==> config.mk <==
export PLATFORM = sky130hd
export DESIGN_NAME = alu_issue
export DESIGN_NICKNAME = d
export VERILOG_FILES = /design/src/rtl/alu_pkg.sv /design/src/rtl/alu_issue_dec.sv /design/src/rtl/alu_issue.sv
export SDC_FILE = /design/constraint.sdc
export NUM_CORES = 1
export LEC_CHECK = 0
export ABC_CLOCK_PERIOD_IN_PS = 2500
export BUFFER_PORTS_ARGS = -buffer_cell sky130_fd_sc_hd__clkbuf_2
export CAP_MARGIN = 15
export CORE_MARGIN = 2
export CORE_UTILIZATION = 49
export DETAILED_ROUTE_END_ITERATION = 6
export HOLD_SLACK_MARGIN = 0.12
export PLACE_DENSITY = 0.82
export SLEW_MARGIN = 20
export SYNTH_ARGS = -nofsm -noshare
export SYNTH_HDL_FRONTEND = slang
export SYNTH_SLANG_ARGS = --single-unit
==> constraint.sdc <==
create_clock -name clk -period 2.5 [get_ports clk]
set_input_delay 0.125 -clock clk [delete_from_list [all_inputs] [get_ports clk]]
set_output_delay 0.125 -clock clk [all_outputs]
set_load 0.01 [all_outputs]
==> src/rtl/alu_pkg.sv <==
// Shared ALU issue definitions: control bit map,
// MIPS32 opcode/funct codes and the control word type.
package alu_pkg;

  localparam int DATA_W = 32;
  localparam int CTRL_W = 13;

  localparam int ALU_CTRL_CLZ  = 12;
  localparam int ALU_CTRL_ADD  = 11;
  localparam int ALU_CTRL_SUB  = 10;
  localparam int ALU_CTRL_SLT  = 9;
  localparam int ALU_CTRL_SLTU = 8;
  localparam int ALU_CTRL_AND  = 7;
  localparam int ALU_CTRL_NOR  = 6;
  localparam int ALU_CTRL_OR   = 5;
  localparam int ALU_CTRL_XOR  = 4;
  localparam int ALU_CTRL_SLL  = 3;
  localparam int ALU_CTRL_SRL  = 2;
  localparam int ALU_CTRL_SRA  = 1;
  localparam int ALU_CTRL_LUI  = 0;

  typedef logic [CTRL_W-1:0] alu_ctrl_t;

  localparam logic [5:0] OP_SPECIAL  = 6'h00;
  localparam logic [5:0] OP_ADDI     = 6'h08;
  localparam logic [5:0] OP_ADDIU    = 6'h09;
  localparam logic [5:0] OP_SLTI     = 6'h0A;
  localparam logic [5:0] OP_SLTIU    = 6'h0B;
  localparam logic [5:0] OP_ANDI     = 6'h0C;
  localparam logic [5:0] OP_ORI      = 6'h0D;
  localparam logic [5:0] OP_XORI     = 6'h0E;
  localparam logic [5:0] OP_LUI      = 6'h0F;
  localparam logic [5:0] OP_SPECIAL2 = 6'h1C;

  localparam logic [5:0] F_SLL  = 6'h00;
  localparam logic [5:0] F_SRL  = 6'h02;
  localparam logic [5:0] F_SRA  = 6'h03;
  localparam logic [5:0] F_SLLV = 6'h04;
  localparam logic [5:0] F_SRLV = 6'h06;
  localparam logic [5:0] F_SRAV = 6'h07;
  localparam logic [5:0] F_ADD  = 6'h20;
  localparam logic [5:0] F_ADDU = 6'h21;
  localparam logic [5:0] F_SUB  = 6'h22;
  localparam logic [5:0] F_SUBU = 6'h23;
  localparam logic [5:0] F_AND  = 6'h24;
  localparam logic [5:0] F_OR   = 6'h25;
  localparam logic [5:0] F_XOR  = 6'h26;
  localparam logic [5:0] F_NOR  = 6'h27;
  localparam logic [5:0] F_SLT  = 6'h2A;
  localparam logic [5:0] F_SLTU = 6'h2B;
  localparam logic [5:0] F_CLZ  = 6'h20;

  function automatic alu_ctrl_t ctrl_bit(input int idx);
    return alu_ctrl_t'(1) << idx;
  endfunction

endpackage

==> src/rtl/alu_issue_dec.sv <==
// Combinational MIPS32 ALU decoder and operand select.
// Macro ALU_ISSUE_CLZ_EN enables SPECIAL2 clz decode.
module alu_issue_dec
  import alu_pkg::*;
(
  input  logic [31:0]       inst,
  input  logic [DATA_W-1:0] rs_value,
  input  logic [DATA_W-1:0] rt_value,
  output alu_ctrl_t         ctrl,
  output logic [DATA_W-1:0] src1,
  output logic [DATA_W-1:0] src2,
  output logic [4:0]        dest,
  output logic              ov_check,
  output logic              illegal
);

  logic [5:0]  op;
  logic [4:0]  rs;
  logic [4:0]  rt;
  logic [4:0]  rd;
  logic [4:0]  shamt;
  logic [5:0]  funct;
  logic [15:0] imm;
  logic [31:0] imm_sx;
  logic [31:0] imm_zx;

  assign op     = inst[31:26];
  assign rs     = inst[25:21];
  assign rt     = inst[20:16];
  assign rd     = inst[15:11];
  assign shamt  = inst[10:6];
  assign funct  = inst[5:0];
  assign imm    = inst[15:0];
  assign imm_sx = {{16{imm[15]}}, imm};
  assign imm_zx = {16'b0, imm};

  // Decode opcode/funct; illegal encodings squash all fields.
  always_comb begin
    ctrl     = '0;
    src1     = rs_value;
    src2     = rt_value;
    dest     = rd;
    ov_check = 1'b0;
    illegal  = 1'b0;
    unique case (op)
      OP_SPECIAL: begin
        unique case (funct)
          F_SLL: begin
            ctrl    = ctrl_bit(ALU_CTRL_SLL);
            src1    = {27'b0, shamt};
            illegal = (rs != 5'd0);
          end
          F_SRL: begin
            ctrl    = ctrl_bit(ALU_CTRL_SRL);
            src1    = {27'b0, shamt};
            illegal = (rs != 5'd0);
          end
          F_SRA: begin
            ctrl    = ctrl_bit(ALU_CTRL_SRA);
            src1    = {27'b0, shamt};
            illegal = (rs != 5'd0);
          end
          F_SLLV: ctrl = ctrl_bit(ALU_CTRL_SLL);
          F_SRLV: ctrl = ctrl_bit(ALU_CTRL_SRL);
          F_SRAV: ctrl = ctrl_bit(ALU_CTRL_SRA);
          F_ADD: begin
            ctrl     = ctrl_bit(ALU_CTRL_ADD);
            ov_check = 1'b1;
          end
          F_ADDU: ctrl = ctrl_bit(ALU_CTRL_ADD);
          F_SUB: begin
            ctrl     = ctrl_bit(ALU_CTRL_SUB);
            ov_check = 1'b1;
          end
          F_SUBU: ctrl = ctrl_bit(ALU_CTRL_SUB);
          F_AND:  ctrl = ctrl_bit(ALU_CTRL_AND);
          F_OR:   ctrl = ctrl_bit(ALU_CTRL_OR);
          F_XOR:  ctrl = ctrl_bit(ALU_CTRL_XOR);
          F_NOR:  ctrl = ctrl_bit(ALU_CTRL_NOR);
          F_SLT:  ctrl = ctrl_bit(ALU_CTRL_SLT);
          F_SLTU: ctrl = ctrl_bit(ALU_CTRL_SLTU);
          default: illegal = 1'b1;
        endcase
      end
      OP_ADDI: begin
        ctrl     = ctrl_bit(ALU_CTRL_ADD);
        src2     = imm_sx;
        dest     = rt;
        ov_check = 1'b1;
      end
      OP_ADDIU: begin
        ctrl = ctrl_bit(ALU_CTRL_ADD);
        src2 = imm_sx;
        dest = rt;
      end
      OP_SLTI: begin
        ctrl = ctrl_bit(ALU_CTRL_SLT);
        src2 = imm_sx;
        dest = rt;
      end
      OP_SLTIU: begin
        ctrl = ctrl_bit(ALU_CTRL_SLTU);
        src2 = imm_sx;
        dest = rt;
      end
      OP_ANDI: begin
        ctrl = ctrl_bit(ALU_CTRL_AND);
        src2 = imm_zx;
        dest = rt;
      end
      OP_ORI: begin
        ctrl = ctrl_bit(ALU_CTRL_OR);
        src2 = imm_zx;
        dest = rt;
      end
      OP_XORI: begin
        ctrl = ctrl_bit(ALU_CTRL_XOR);
        src2 = imm_zx;
        dest = rt;
      end
      OP_LUI: begin
        ctrl = ctrl_bit(ALU_CTRL_LUI);
        src2 = imm_zx;
        dest = rt;
      end
`ifdef ALU_ISSUE_CLZ_EN
      OP_SPECIAL2: begin
        if (funct == F_CLZ) begin
          ctrl = ctrl_bit(ALU_CTRL_CLZ);
          src2 = '0;
        end else begin
          illegal = 1'b1;
        end
      end
`endif
      default: illegal = 1'b1;
    endcase
    if (illegal) begin
      ctrl     = '0;
      src1     = '0;
      src2     = '0;
      dest     = 5'd0;
      ov_check = 1'b0;
    end
  end

endmodule

==> src/rtl/alu_issue.sv <==
// Decode-to-execute issue stage: one registered slot with
// valid/ready on both sides. Macro ALU_ISSUE_CLZ_EN adds clz.
module alu_issue
  import alu_pkg::*;
#(
  parameter int DATA_W = 32,
  parameter int CTRL_W = 13
) (
  input  logic              clk,
  input  logic              resetn,
  input  logic              flush,
  input  logic              in_valid,
  output logic              in_ready,
  input  logic [31:0]       in_inst,
  input  logic [DATA_W-1:0] in_rs_value,
  input  logic [DATA_W-1:0] in_rt_value,
  output logic              out_valid,
  input  logic              out_ready,
  output logic [CTRL_W-1:0] out_alu_control,
  output logic [DATA_W-1:0] out_alu_src1,
  output logic [DATA_W-1:0] out_alu_src2,
  output logic [4:0]        out_dest,
  output logic              out_ov_check,
  output logic              out_illegal
);

  alu_ctrl_t         d_ctrl;
  logic [DATA_W-1:0] d_src1;
  logic [DATA_W-1:0] d_src2;
  logic [4:0]        d_dest;
  logic              d_ov;
  logic              d_ill;
  logic              load;

  alu_issue_dec u_dec (
    .inst     (in_inst),
    .rs_value (in_rs_value),
    .rt_value (in_rt_value),
    .ctrl     (d_ctrl),
    .src1     (d_src1),
    .src2     (d_src2),
    .dest     (d_dest),
    .ov_check (d_ov),
    .illegal  (d_ill)
  );

  assign in_ready = !out_valid || out_ready;
  assign load     = in_valid && in_ready && !flush;

  // Slot register; flush kills both held and incoming ops.
  always_ff @(posedge clk or negedge resetn) begin
    if (!resetn) begin
      out_valid       <= 1'b0;
      out_alu_control <= '0;
      out_alu_src1    <= '0;
      out_alu_src2    <= '0;
      out_dest        <= 5'd0;
      out_ov_check    <= 1'b0;
      out_illegal     <= 1'b0;
    end else if (flush) begin
      out_valid <= 1'b0;
    end else if (load) begin
      out_valid       <= 1'b1;
      out_alu_control <= d_ctrl;
      out_alu_src1    <= d_src1;
      out_alu_src2    <= d_src2;
      out_dest        <= d_dest;
      out_ov_check    <= d_ov;
      out_illegal     <= d_ill;
    end else if (out_ready) begin
      out_valid <= 1'b0;
    end
  end

endmodule

* Word level (Yosys, flattened, before mapping)
Index checks and enable logic that the tools add are counted.
Word-level totals: flip-flop bits (word level) 85
Cells by class: muxes and demuxes 18, equality and inequality tests 23, bitwise operators 1, reductions and logical operators 22
Operators with widths (count):
- 12-bit one-hot mux with 11 select lines | 1
- 32-bit 2-to-1 mux | 4
- 13-bit one-hot mux with 8 select lines | 1
- 32-bit one-hot mux with 2 select lines | 1
- 6-bit == test, second input constant | 10
- 6-bit by 4-bit == test with 1-bit output, second input constant | 8
- 6-bit by 3-bit == test with 1-bit output, second input constant | 3
- 2-bit OR reduction | 7
- 13-bit 2-to-1 mux | 1
- 13-bit OR reduction | 1
- 6-bit by 2-bit == test with 1-bit output, second input constant | 2
- 6-bit zero test | 2
- 5-bit 2-to-1 mux | 2
- 4-bit OR reduction | 2
- 8-bit OR reduction | 1
- 1-bit one-hot mux with 2 select lines | 3
- 1-bit 2-to-1 mux | 5
- 5-bit nonzero test | 1
- 3-bit nonzero test | 1
- 3-bit OR reduction | 1
- 1-bit logical AND | 2
- 1-bit zero test | 2
- 2-bit AND reduction | 1
- 1-bit logical OR | 1
- 1-bit inverter | 1

* Depth between registers and ports, before layout
Gate-level depths: netlist (run 1).
depth in word-level cells 6, mapped depth 8

* Hierarchy
From an unflattened synthesis (run 1), not the netlist that was laid out.
Unflattened totals: cells, all modules 320, area, all modules 4215.3 µm²
Modules (own cells, without submodules):
- alu_issue | area each 3201.8 µm², cells an instance 183, times used 1
- alu_issue_dec | area each 1013.5 µm², cells an instance 137, times used 1

* Least setup slack after synthesis (run 1)
OpenSTA, ideal clock, no wires.
path kind register -> register, from reg out_valid, to reg out_alu_control[0], stages on the path, launching flop included 8, setup slack 0.797 ns, required time 2.405 ns, data arrival time 1.607 ns, period minus slack after synthesis 1.703 ns, cell sequence dfrtp_1 > nor2b_1 > inv_1 > nand3b_1 > clkbuf_1 > buf_1 > nand2_1 > o31ai_1
On the way: word-level cells in the longest chain between the ends 5
RTL lines:
- start, declared | line alu_issue.sv:17 | output logic out_valid,
- start signal, assigned | line alu_issue.sv:53 | out_valid <= 1'b0;
- start signal, assigned | line alu_issue.sv:61 | out_valid <= 1'b0;
- start signal, assigned | line alu_issue.sv:63 | out_valid <= 1'b1;
- 1-bit zero test | line alu_issue.sv:47 | assign in_ready = !out_valid || out_ready;
- 1-bit logical OR | line alu_issue.sv:47
- net in_ready | line alu_issue.sv:13 | output logic in_ready,
- 1-bit logical AND (2 in a row) | line alu_issue.sv:48 | assign load = in_valid && in_ready && !flush;
- 2-bit AND reduction (no line)
- end signal, assigned | line alu_issue.sv:64 | out_alu_control <= d_ctrl;
- end, declared | line alu_issue.sv:19 | output logic [CTRL_W-1:0] out_alu_control,
The timed path passes the listed nets, and every way through them passes these cells. A chain may end at the register's enable or synchronous reset.

* Worst setup path after layout (run 1)
from in in_inst[26], to reg out_dest[2]
On the way: word-level cells in the longest chain between the ends 4, elaborated cells on any way between the ends 13, those cells by class eq/ne: 8; mux: 3; reduce/logical: 2
RTL lines:
- start, declared | line alu_issue.sv:14 | input logic [31:0] in_inst,
- 6-bit by 4-bit == test with 1-bit output | line alu_issue_dec.sv:45 | unique case (op)
- 8-bit OR reduction (no line)
- 1-bit one-hot mux with 2 select lines / 5-bit 2-to-1 mux (equally long branches) | line alu_issue_dec.sv:45
- 5-bit 2-to-1 mux * | line alu_issue_dec.sv:138 | if (illegal) begin
- end signal, assigned | line alu_issue.sv:67 | out_dest <= d_dest;
- end, declared | line alu_issue.sv:22 | output logic [4:0] out_dest,
Every way passes the cells marked *; elsewhere a longest branch is shown, timed or not.

==> flow_summary.toml, run 1 <==
[setup_path]
endpoint_kind = "register"
path_buf_inv = 3
cp.arrival_ns = 2.53
path_class = "primary input to register"
worstRegToRegCells = 7
critical_path_depth = 8
cp_slowest_cell = "dlygate4sd3_1"
critical-path-max-stage-delay_ns = 0.61
worst-path-max-fanout = 30
cp_cell_sequence = "clkbuf_2 -> nor3_2 -> nand3b_1 -> a221oi_4 -> buf_12 -> a221oi_1 -> dlygate4sd3_1 -> nor2_1"
cp_top_family = "buffers and inverters"
start_kind = "primary input"
critical_path_required_ns = 2.79

[cts]
cts_root_buf = "clkbuf_8"
ctsHoldBuffers = 90
clock_sinks = 84
clk_pin_slew_ns = 0.09
cts_resized = 0
tritoncts = "yes"
post_cts_buffers = 0
clockBufferDepth = 2
cts-htree-levels = 3
clock_latency_ns = 0.35
cts_made_buffers = 9

[pwr]
totalPowerFinal_uw = 3140
p_leak_uw = 0.00305
ir_drop_mv = 0.387
power_density_mw_per_mm2 = 545

[sta]
tns_ns = 0
skew_ns = 0.00548
max_freq_mhz = 446
post-route-min-period_ns = 2.24
worst_slew_pin_slew_ns = 0.821
relSlewSlack_pct = 45.3
final-hold-violation-count = 0
finalMaxSlewViolations = 0
finalSetupViolations = 0
period_share_pct = 89.7
rsz0062_at_grt = "no"

[placed_design]
placed_cell_area_mm2 = 0.00466
gp_congestion = 0.853
dp_hpwl_mm = 7.24
port_buffers = 185

[floorplan]
num_rows = 31
die-area_mm2 = 0.00815
initial_utilization_pct = 50.5
die_w_um = 90.3
ios = 187
core_area_mm2 = 0.00721
fp.dieH_um = 90.3

[yosys]
netlist.area_leader.share_pct = 57.7
synth_top_family_by_area = "simple AND/OR/NAND/NOR gates"
syn_avg_cell_area_um2 = 10.5
yosysWarnings = 0
yosysTopAreaCell = "dfrtp_1"
ys_seq_area_share_pct = 57.7
synth_flop_cell = "dfrtp_1"
synth_mux_area_share_pct = 1.37
synth_edf_count = 0
synth_xor_area_share_pct = 0
synth_fa_ha_area_share_pct = 0
ys_types = 41
yosys.area_share.simple_pct = 18.8
syn-num-nets = 447
syn_inst = 346
netlist_area_mm2 = 0.00365
async_reset_ff_share_pct = 100
synthTopCellsByArea = "dfrtp_1, a22o_1, nor2_1"
synth_compound_area_share_pct = 17.9
ys_seq_elements = 84

[grt]
grt.busiest_layer = "met2"
antenna_found_initial = 1
overflow = 0
track_usage_pct = 32.7
grtUsageMet2_pct = 56.3
grt_pass1_wl_mm = 21.1
grt_pass1_vias = 4158
grt_max_degree = 89
use_met3_pct = 8.43
met1_usage_pct = 38.6

[routing]
wirelength_mm = 13.1
vias = 4046
antenna_left = 0
route.detailed.drc = 0
wire_per_inst_um = 18.3
via_per_inst = 5.64
first_pass_iters = 5
drtIter0Drc = 271

[cells_and_area]
area_delta_synth_final_pct = 58.3
stdcell_area_mm2 = 0.00577
regArea_mm2 = 0.00210
multi_input_area_mm2 = 0.00141
drive_above_1_share_pct = 35.0
utilization_pct = 80.0
nets = 714
filler_cell_count = 455

[worst_hold_path]
min_path_cells = 3
hp-class = "primary input to register"

[status]
outcome = "complete, no violations"

[flow_run]
drv_cap = 0
## final cells by class
cell class / instances / share of cell area, %
flip-flops and latches: 84 / 36.4
repair buffers: 283 / 33.2
multi-input cells: 231 / 24.4
clock buffers: 11 / 2.62
well taps: 99 / 2.15
clock inverters: 4 / 0.846
inverters: 4 / 0.260
diodes: 1 / 0.0434
## worst paths after layout
check | from | slack, ns | endpoint
min in group asynchronous | resetn | 0.40 | out_alu_control[8]
worst max-delay path | in_inst[26] | 0.26 | out_dest[2]
worst min register to register | out_alu_control[2] | 0.48 | out_alu_control[2]
worst min-delay path | in_inst[8] | 0.12 | out_alu_src1[2]
max in group asynchronous | resetn | 1.61 | out_alu_src1[10]
worst max register to register | out_valid | 0.38 | out_alu_src2[8]
## layer usage
metal | up-vias | wire length (µm)
met4 | 0 | 500
li1 | 1781 | -
met1 | 1947 | 4830
met2 | 273 | 6620
met3 | 45 | 1160
met5 | - | 0
## logic make-up (layout without fill, tap and decap cells)
family	count (synthesis)	after routing
AND/OR/NAND/NOR	145	145
flip-flops	84	84
AO/OA/AOI/OAI	80	80
buffers and inverters	31	302
multiplexers	5	5
other	1	2
## power by group
part | switching, µW | internal [µW] | total, µW
logic | 325 | 302 | 627
registers | 65.2 | 1460 | 1520
clock network | 482 | 510 | 992
total | 872 | 2270 | 3140
## flip-flops by register name, indices dropped and copies added (netlist names)
| signal | count |
|---|---|
| out_valid | 1 |
| out_illegal | 1 |
| out_alu_src2 | 32 |
| out_alu_control | 12 |
| out_dest | 5 |
| out_ov_check | 1 |
| out_alu_src1 | 32 |
## placed cells by master, fill, tap and decap left out, types with 2 or more instances in the layout
| master | n |
|---|---|
| clkbuf_2 | 184 |
| dlygate4sd3_1 | 90 |
| dfrtp_1 | 84 |
| nor2_1 | 59 |
| nand3_1 | 35 |
| nand2_1 | 30 |
| a22o_1 | 27 |
| a221oi_1 | 21 |
| clkbuf_8 | 11 |
| o21ai_0 | 8 |
| buf_4 | 6 |
| mux2i_1 | 5 |
| a211oi_1 | 5 |
| inv_1 | 4 |
| nor2b_1 | 3 |
| nand4_1 | 3 |
| a21oi_1 | 3 |
| a21o_1 | 3 |
| and2_1 | 2 |
| nor3_4 | 2 |
| nor3_2 | 2 |
| nand3b_1 | 2 |
| nand4b_1 | 2 |
| o31ai_1 | 2 |
| a2111oi_0 | 2 |
| clkinv_2 | 2 |
| buf_12 | 2 |
## stage by stage
step	instances	setup slack [ns]	hold WS [ns]
2_1_floorplan	346	0.797	-0.171
4_1_cts	716	0.317	0.122
3_3_place_gp	611	0.524	0.334
6_report	717	0.258	0.122
5_1_grt	717	0.163	0.152
3_5_place_dp	611	0.444	0.338
## cells in the mapped netlist, types with 3 or more instances
cell      count
nand3_1      35
buf_2         4
a221oi_1     21
clkbuf_1     16
a21o_1        3
nor2b_1       3
nand4_1       3
nand2_1      30
mux2i_1       5
dfrtp_1      84
o21ai_0       8
inv_1         4
a22o_1       27
nor2_1       59
a21oi_1       3
a211oi_1      5
buf_6         3
## tightest hold or removal path: stages
cell and delay (ns):
clkbuf_2 0.10, mux2i_1 0.12, a211oi_1 0.09
Note: power is estimated with default switching activity, not from simulation.
==> run 2: changes to the inputs <==
Settings changed: ABC_CLOCK_PERIOD_IN_PS 2500 to 2100, CORE_UTILIZATION 49 to 45, PLACE_DENSITY 0.82 to 0.76.
Clock period 2.5 ns to 2.1 ns, I/O delays scaled along.
==> run 2 against run 1 <==
Routed wire length fell by 0.42%. Register-to-register slack got worse by 0.33 ns. Non-clock buffer count is 9 higher. Sequential share of layout area fell by 1.1 points. Critical endpoint is now out_alu_src2[14]. Largest cell class unchanged.
==> flow_summary.toml, run 2 (synthesis gave the netlist of run 1 again) <==
[pwr]
power_density_mw_per_mm2 = 624
p_leak_uw = 0.00323
ir_drop_mv = 0.480

[floorplan]
fp.dieH_um = 94.0
initial_utilization_pct = 46.7
ios = 187
die_w_um = 94.0
die-area_mm2 = 0.00884
num_rows = 32
core_area_mm2 = 0.00781

[routing]
wire_per_inst_um = 17.9
antenna_left = 0
drtIter0Drc = 173
first_pass_iters = 5
vias = 3974
via_per_inst = 5.45
wirelength_mm = 13.1
route.detailed.drc = 0

[cells_and_area]
utilization_pct = 76.3
area_delta_synth_final_pct = 63.4
layout.cells.most_common = "clkbuf_2"
drive_above_1_share_pct = 36.0
stdcell_area_mm2 = 0.00596
diodes = 0
nets = 723
fin_cells = 729
final_cell_mix = "clkbuf_2, dlygate4sd3_1, dfrtp_1"
reg_top3 = "out_alu_src1 x32, out_alu_src2 x32, out_alu_control x12"

[cts]
tritoncts = "yes"
clockBufferDepth = 2
clk_pin_slew_ns = 0.09
cts_root_buf = "clkbuf_8"
clock_sinks = 84
cts_made_buffers = 9
cts-htree-levels = 3
clock_latency_ns = 0.35

[sta]
skew_ns = 0.0117
relSlewSlack_pct = 43.2
worst_slew_pin_slew_ns = 0.853
finalSetupViolations = 0
final-hold-violation-count = 0
max_freq_mhz = 487
period_share_pct = 97.8
post-route-min-period_ns = 2.05
finalMaxSlewViolations = 0
rsz0062_at_grt = "yes"

[flow_run]
drv_cap = 0

[setup_path]
crit_end = "out_alu_src2[14]"
worstRegToRegCells = 7
critical_path_required_ns = 2.35
worst-path-max-fanout = 41
cp-startpoint = "out_valid"
reg2reg_slack_ns = 0.05
start_kind = "register"
endpoint_kind = "register"
r2r_start = "out_valid"
cp.arrival_ns = 2.31
path_class = "register to register"
rr_endpoint = "out_alu_src2[14]"

[placed_design]
placed_cell_area_mm2 = 0.00472
dp_hpwl_mm = 7.65
dp_cells = 616
gp_congestion = 0.890
port_buffers = 185

[grt]
grt_pass1_wl_mm = 19.6
antenna_found_initial = 0
grt_max_degree = 56
track_usage_pct = 28.8
overflow = 0
grt_pass1_vias = 4121

[worst_hold_path]
hp-class = "primary input to register"
hp-start = "in_inst[9]"

[status]
outcome = "complete, no violations"
[run 2: worst min-delay path by stage]
| stage | endpoint | slack, ns | cells past startpoint |
|---|---|---|---|
| 4_1_cts | out_alu_src1[3] | 0.13 | 3 |
| 2_1_floorplan | out_alu_control[0] | -0.19 | 0 |
| 3_3_place_gp | out_alu_control[9] | 0.19 | 1 |
| 5_1_grt | out_alu_src2[15] | 0.15 | 3 |
| 6_report | out_alu_src1[3] | 0.12 | 3 |
| 3_5_place_dp | out_alu_control[9] | 0.19 | 1 |
[run 2: worst max-delay path: stages (launching register included)]
cell and delay (ns):
dfrtp_1 0.38, nor2b_2 0.17, inv_1 0.08, nand3b_1 0.21, buf_12 0.26, a221oi_1 0.22
dlygate4sd3_1 0.58, nor2_1 0.04
[run 2: cell type report]
cell class | instances | area, µm²
flip-flops and latches | 84 | 2100
repair buffers | 292 | 2070
fillers | 505 | 1850
multi-input cells | 231 | 1450
clock buffers | 11 | 131
well taps | 102 | 128
clock inverters | 5 | 61.3
inverters | 4 | 15.0
[run 2: through the flow]
stage          worst slack (ns)  hold slack, ns  TNS, ns  power (µW)
2_1_floorplan             0.397          -0.191        0        2090
3_3_place_gp              0.178           0.188        0        2420
3_5_place_dp             0.0424           0.189        0        2430
4_1_cts                  0.0587           0.126        0        3680
5_1_grt                 -0.0702           0.152   -0.140        3870
6_report                 0.0465           0.119        0        3720
[run 2: where the power goes]
group | internal (µW) | total (µW) | switching, µW | leakage, µW
logic | 384 | 776 | 392 | 0.00203
registers | 1740 | 1810 | 73.1 | 0.00111
clock network | 555 | 1130 | 575 | 0.0000862
[run 2: routing by layer]
metal	part of all wire [%]	vias up	GRT usage (%)
met2	48	273	47.7
met1	39	1862	35.1
met5	0	-	0
met3	9.9	35	7.38
li1	-	1804	-
met4	3.3	0	13.9
[run 2: what timing repair did]
action	in CTS	in global routing
setup endpoints to repair	0	15
hold endpoints to repair	126	0
setup buffers	0	1
gates resized for setup	0	16
hold buffers	95	0
==> run 3: changes to the inputs <==
Settings changed: CORE_UTILIZATION 45 to 48, PLACE_DENSITY 0.76 to 0.78, SYNTH_HIERARCHICAL set to 1.
==> run 3 against run 2 <==
Clock skew fell by 0.0029 ns. Final cell count fell by 5.2%. Non-clock buffer count fell by 23. Largest power group unchanged. Sequential cell count rose by 1. Design area rose by 3.8%. Routed wire length fell by 11%. Maximum frequency rose by 6.0%. Critical path type is now primary input to register.
==> flow_summary.toml, run 3 <==
[status]
outcome = "complete, no violations"

[floorplan]
fp.dieH_um = 97.7
initial_utilization_pct = 48.8
die-area_mm2 = 0.00955
die_w_um = 97.7
core_area_mm2 = 0.00864
num_rows = 34
ios = 187

[yosys]
synthTopCellsByArea = "dfrtp_1, mux2_1, mux2_2"
yosys.cell_count.top_type = "dfrtp_1"
yosysWarnings = 6
async_reset_ff_share_pct = 100
ys_seq_elements = 85
ys_seq_area_share_pct = 50.5
syn-num-nets = 421
synth_flop_cell = "dfrtp_1"
synth_common_cells = "dfrtp_1, mux2_1, mux2_2"
synth_edf_count = 0
syn_avg_cell_area_um2 = 13.2
netlist.area_leader.share_pct = 50.5
yosysTopAreaCell = "dfrtp_1"
syn_inst = 320
netlist_area_mm2 = 0.00422
ys_types = 38

[cells_and_area]
layout.cells.most_common = "clkbuf_2"
stdcell_area_mm2 = 0.00619
nets = 679
multi_input_area_mm2 = 0.00191
diodes = 0
final_cell_mix = "clkbuf_2, dfrtp_1, dlygate4sd3_1"
filler_cell_count = 617
area_delta_synth_final_pct = 46.7
reg_top3 = "out_alu_src1 x32, out_alu_src2 x32, out_alu_control x13"
drive_above_1_share_pct = 43.4
regArea_mm2 = 0.00213

[setup_path]
worstRegToRegCells = 4
reg2reg_slack_ns = 0.43
rr_endpoint = "out_alu_src2[9]"
cp_slowest_cell = "dlygate4sd3_1"
critical_path_required_ns = 2.35
r2r_start = "out_valid"
worst-path-max-fanout = 28
path_class = "primary input to register"
critical-path-max-stage-delay_ns = 0.56
cp_cell_sequence = "clkbuf_2 -> nand2b_1 -> and4b_1 -> a21oi_4 -> nor2_4 -> buf_12 -> a22o_1 -> dlygate4sd3_1 -> mux2_1"
start_kind = "primary input"
cp.arrival_ns = 2.19
endpoint_kind = "register"

[worst_hold_path]
hp-class = "primary input to register"
worstHoldEndpoint = "out_dest[0]"
hp-start = "in_inst[11]"
min_path_cells = 3

[cts]
ctsHoldBuffers = 75
clock_latency_ns = 0.36
post_cts_buffers = 0
clock_sinks = 85
cts_made_buffers = 9
clockBufferDepth = 2
cts_root_buf = "clkbuf_8"
tritoncts = "yes"
cts-htree-levels = 3
cts_resized = 0
clk_pin_slew_ns = 0.10

[sta]
finalMaxSlewViolations = 0
rsz0062_at_grt = "no"
finalSetupViolations = 0
max_freq_mhz = 516
post-route-min-period_ns = 1.94
skew_ns = 0.00876
final-hold-violation-count = 0
tns_ns = 0
period_share_pct = 92.3

[placed_design]
placed_cell_area_mm2 = 0.00524
port_buffers = 186
dp_hpwl_mm = 7.44
gp_congestion = 0.820

[routing]
wirelength_mm = 11.6
antenna_left = 0
dr_wl_met3_um = 594
wire_per_inst_um = 16.8
via_per_inst = 5.17
met1Wirelength_mm = 4.66
top_layer = "met4"
drtIter0Drc = 114
route.detailed.drc = 0
first_pass_iters = 4
vias = 3571
wl_met2_mm = 6.05

[pwr]
ir_drop_mv = 0.354
p_leak_uw = 0.00327
power_density_mw_per_mm2 = 568

[grt]
track_usage_pct = 24.9
overflow = 0
grt_pass1_wl_mm = 19.0
grt_pass1_vias = 3818
grt_max_degree = 50
antenna_found_initial = 0

[flow_run]
drv_cap = 0
==> run 3: cell count changes after synthesis, moves of 8 or more <==
cell,change
nor2_1,-50
o21a_1,+20
a221oi_1,-21
nor2b_1,+25
nand3_1,-35
o21ai_0,-8
mux2_2,+29
clkbuf_1,-12
mux2_1,+60
nand2_1,-26
==> run 3: worst max-delay path: cells and delay by family <==
| kind | cells | cell delay (ns) |
|---|---|---|
| AOI/OAI and AO/OA | 2 | 0.42 |
| buffers and inverters | 3 | 0.88 |
| muxes | 1 | 0.29 |
| and+or+nand+nor | 3 | 0.49 |
==> run 3: layout make-up <==
type | count | share of cell area (%)
Clock buffer | 9 | 2.00
Clock inverter | 7 | 1.19
Inverter | 2 | 0.121
Multi-Input combinational cell | 211 | 30.9
Sequential cell | 85 | 34.4
Tap cell | 108 | 2.18
Timing Repair Buffer | 269 | 29.2
==> run 3: through the flow <==
stage / instances / total power [µW] / setup WS (ns) / hold slack [ns] / utilization (%)
after floorplan: 320 / 2010 / 0.434 / -0.191 / -
after global placement: 600 / 2250 / 0.172 / 0.0910 / 60.6
after detailed placement: 600 / 2260 / 0.141 / 0.0959 / 60.6
after CTS: 691 / 3550 / 0.199 / 0.121 / 71.6
after global routing: 691 / 3680 / 0.0977 / 0.133 / 71.6
final: 691 / 3510 / 0.162 / 0.128 / 71.6
==> run 3: power by group <==
part           switching, µW  internal [µW]  total [µW]
combinational            276            323         599
sequential              38.1           1710        1740
clock                    612            556        1170
total                    927           2590        3510
==> run 3: worst max-delay path by stage <==
stage / start / end / slack, ns / cells past startpoint
5_1_grt: in_inst[1] / out_alu_src2[11] / 0.1 / 9
3_3_place_gp: in_inst[27] / out_alu_src1[4] / 0.17 / 7
6_report: in_inst[1] / out_alu_src2[11] / 0.16 / 9
2_1_floorplan: in_inst[27] / out_alu_src1[2] / 0.43 / 7
4_1_cts: in_inst[1] / out_alu_src2[8] / 0.20 / 9
3_5_place_dp: in_inst[27] / out_alu_src1[4] / 0.14 / 7
==> run 3: per-layer routing <==
| layer | vias up | track usage [%] |
|---|---|---|
| li1 | 1661 | - |
| met1 | 1741 | 29.9 |
| met2 | 142 | 43.4 |
| met3 | 27 | 4.96 |
| met4 | 0 | 11.2 |
| met5 | - | 0 |
==> run 3: cells by family (layout without fill, tap and decap cells) <==
family                 after synthesis  count (layout)  synth area share [%]
and+or+nand+nor                     67              67                  10.4
muxes                               89              89                  23.8
DFF                                 85              85                  50.5
other                                1               1                0.0890
AOI/OAI and AO/OA                   54              54                  11.1
buffers and inverters               24             287                  4.18
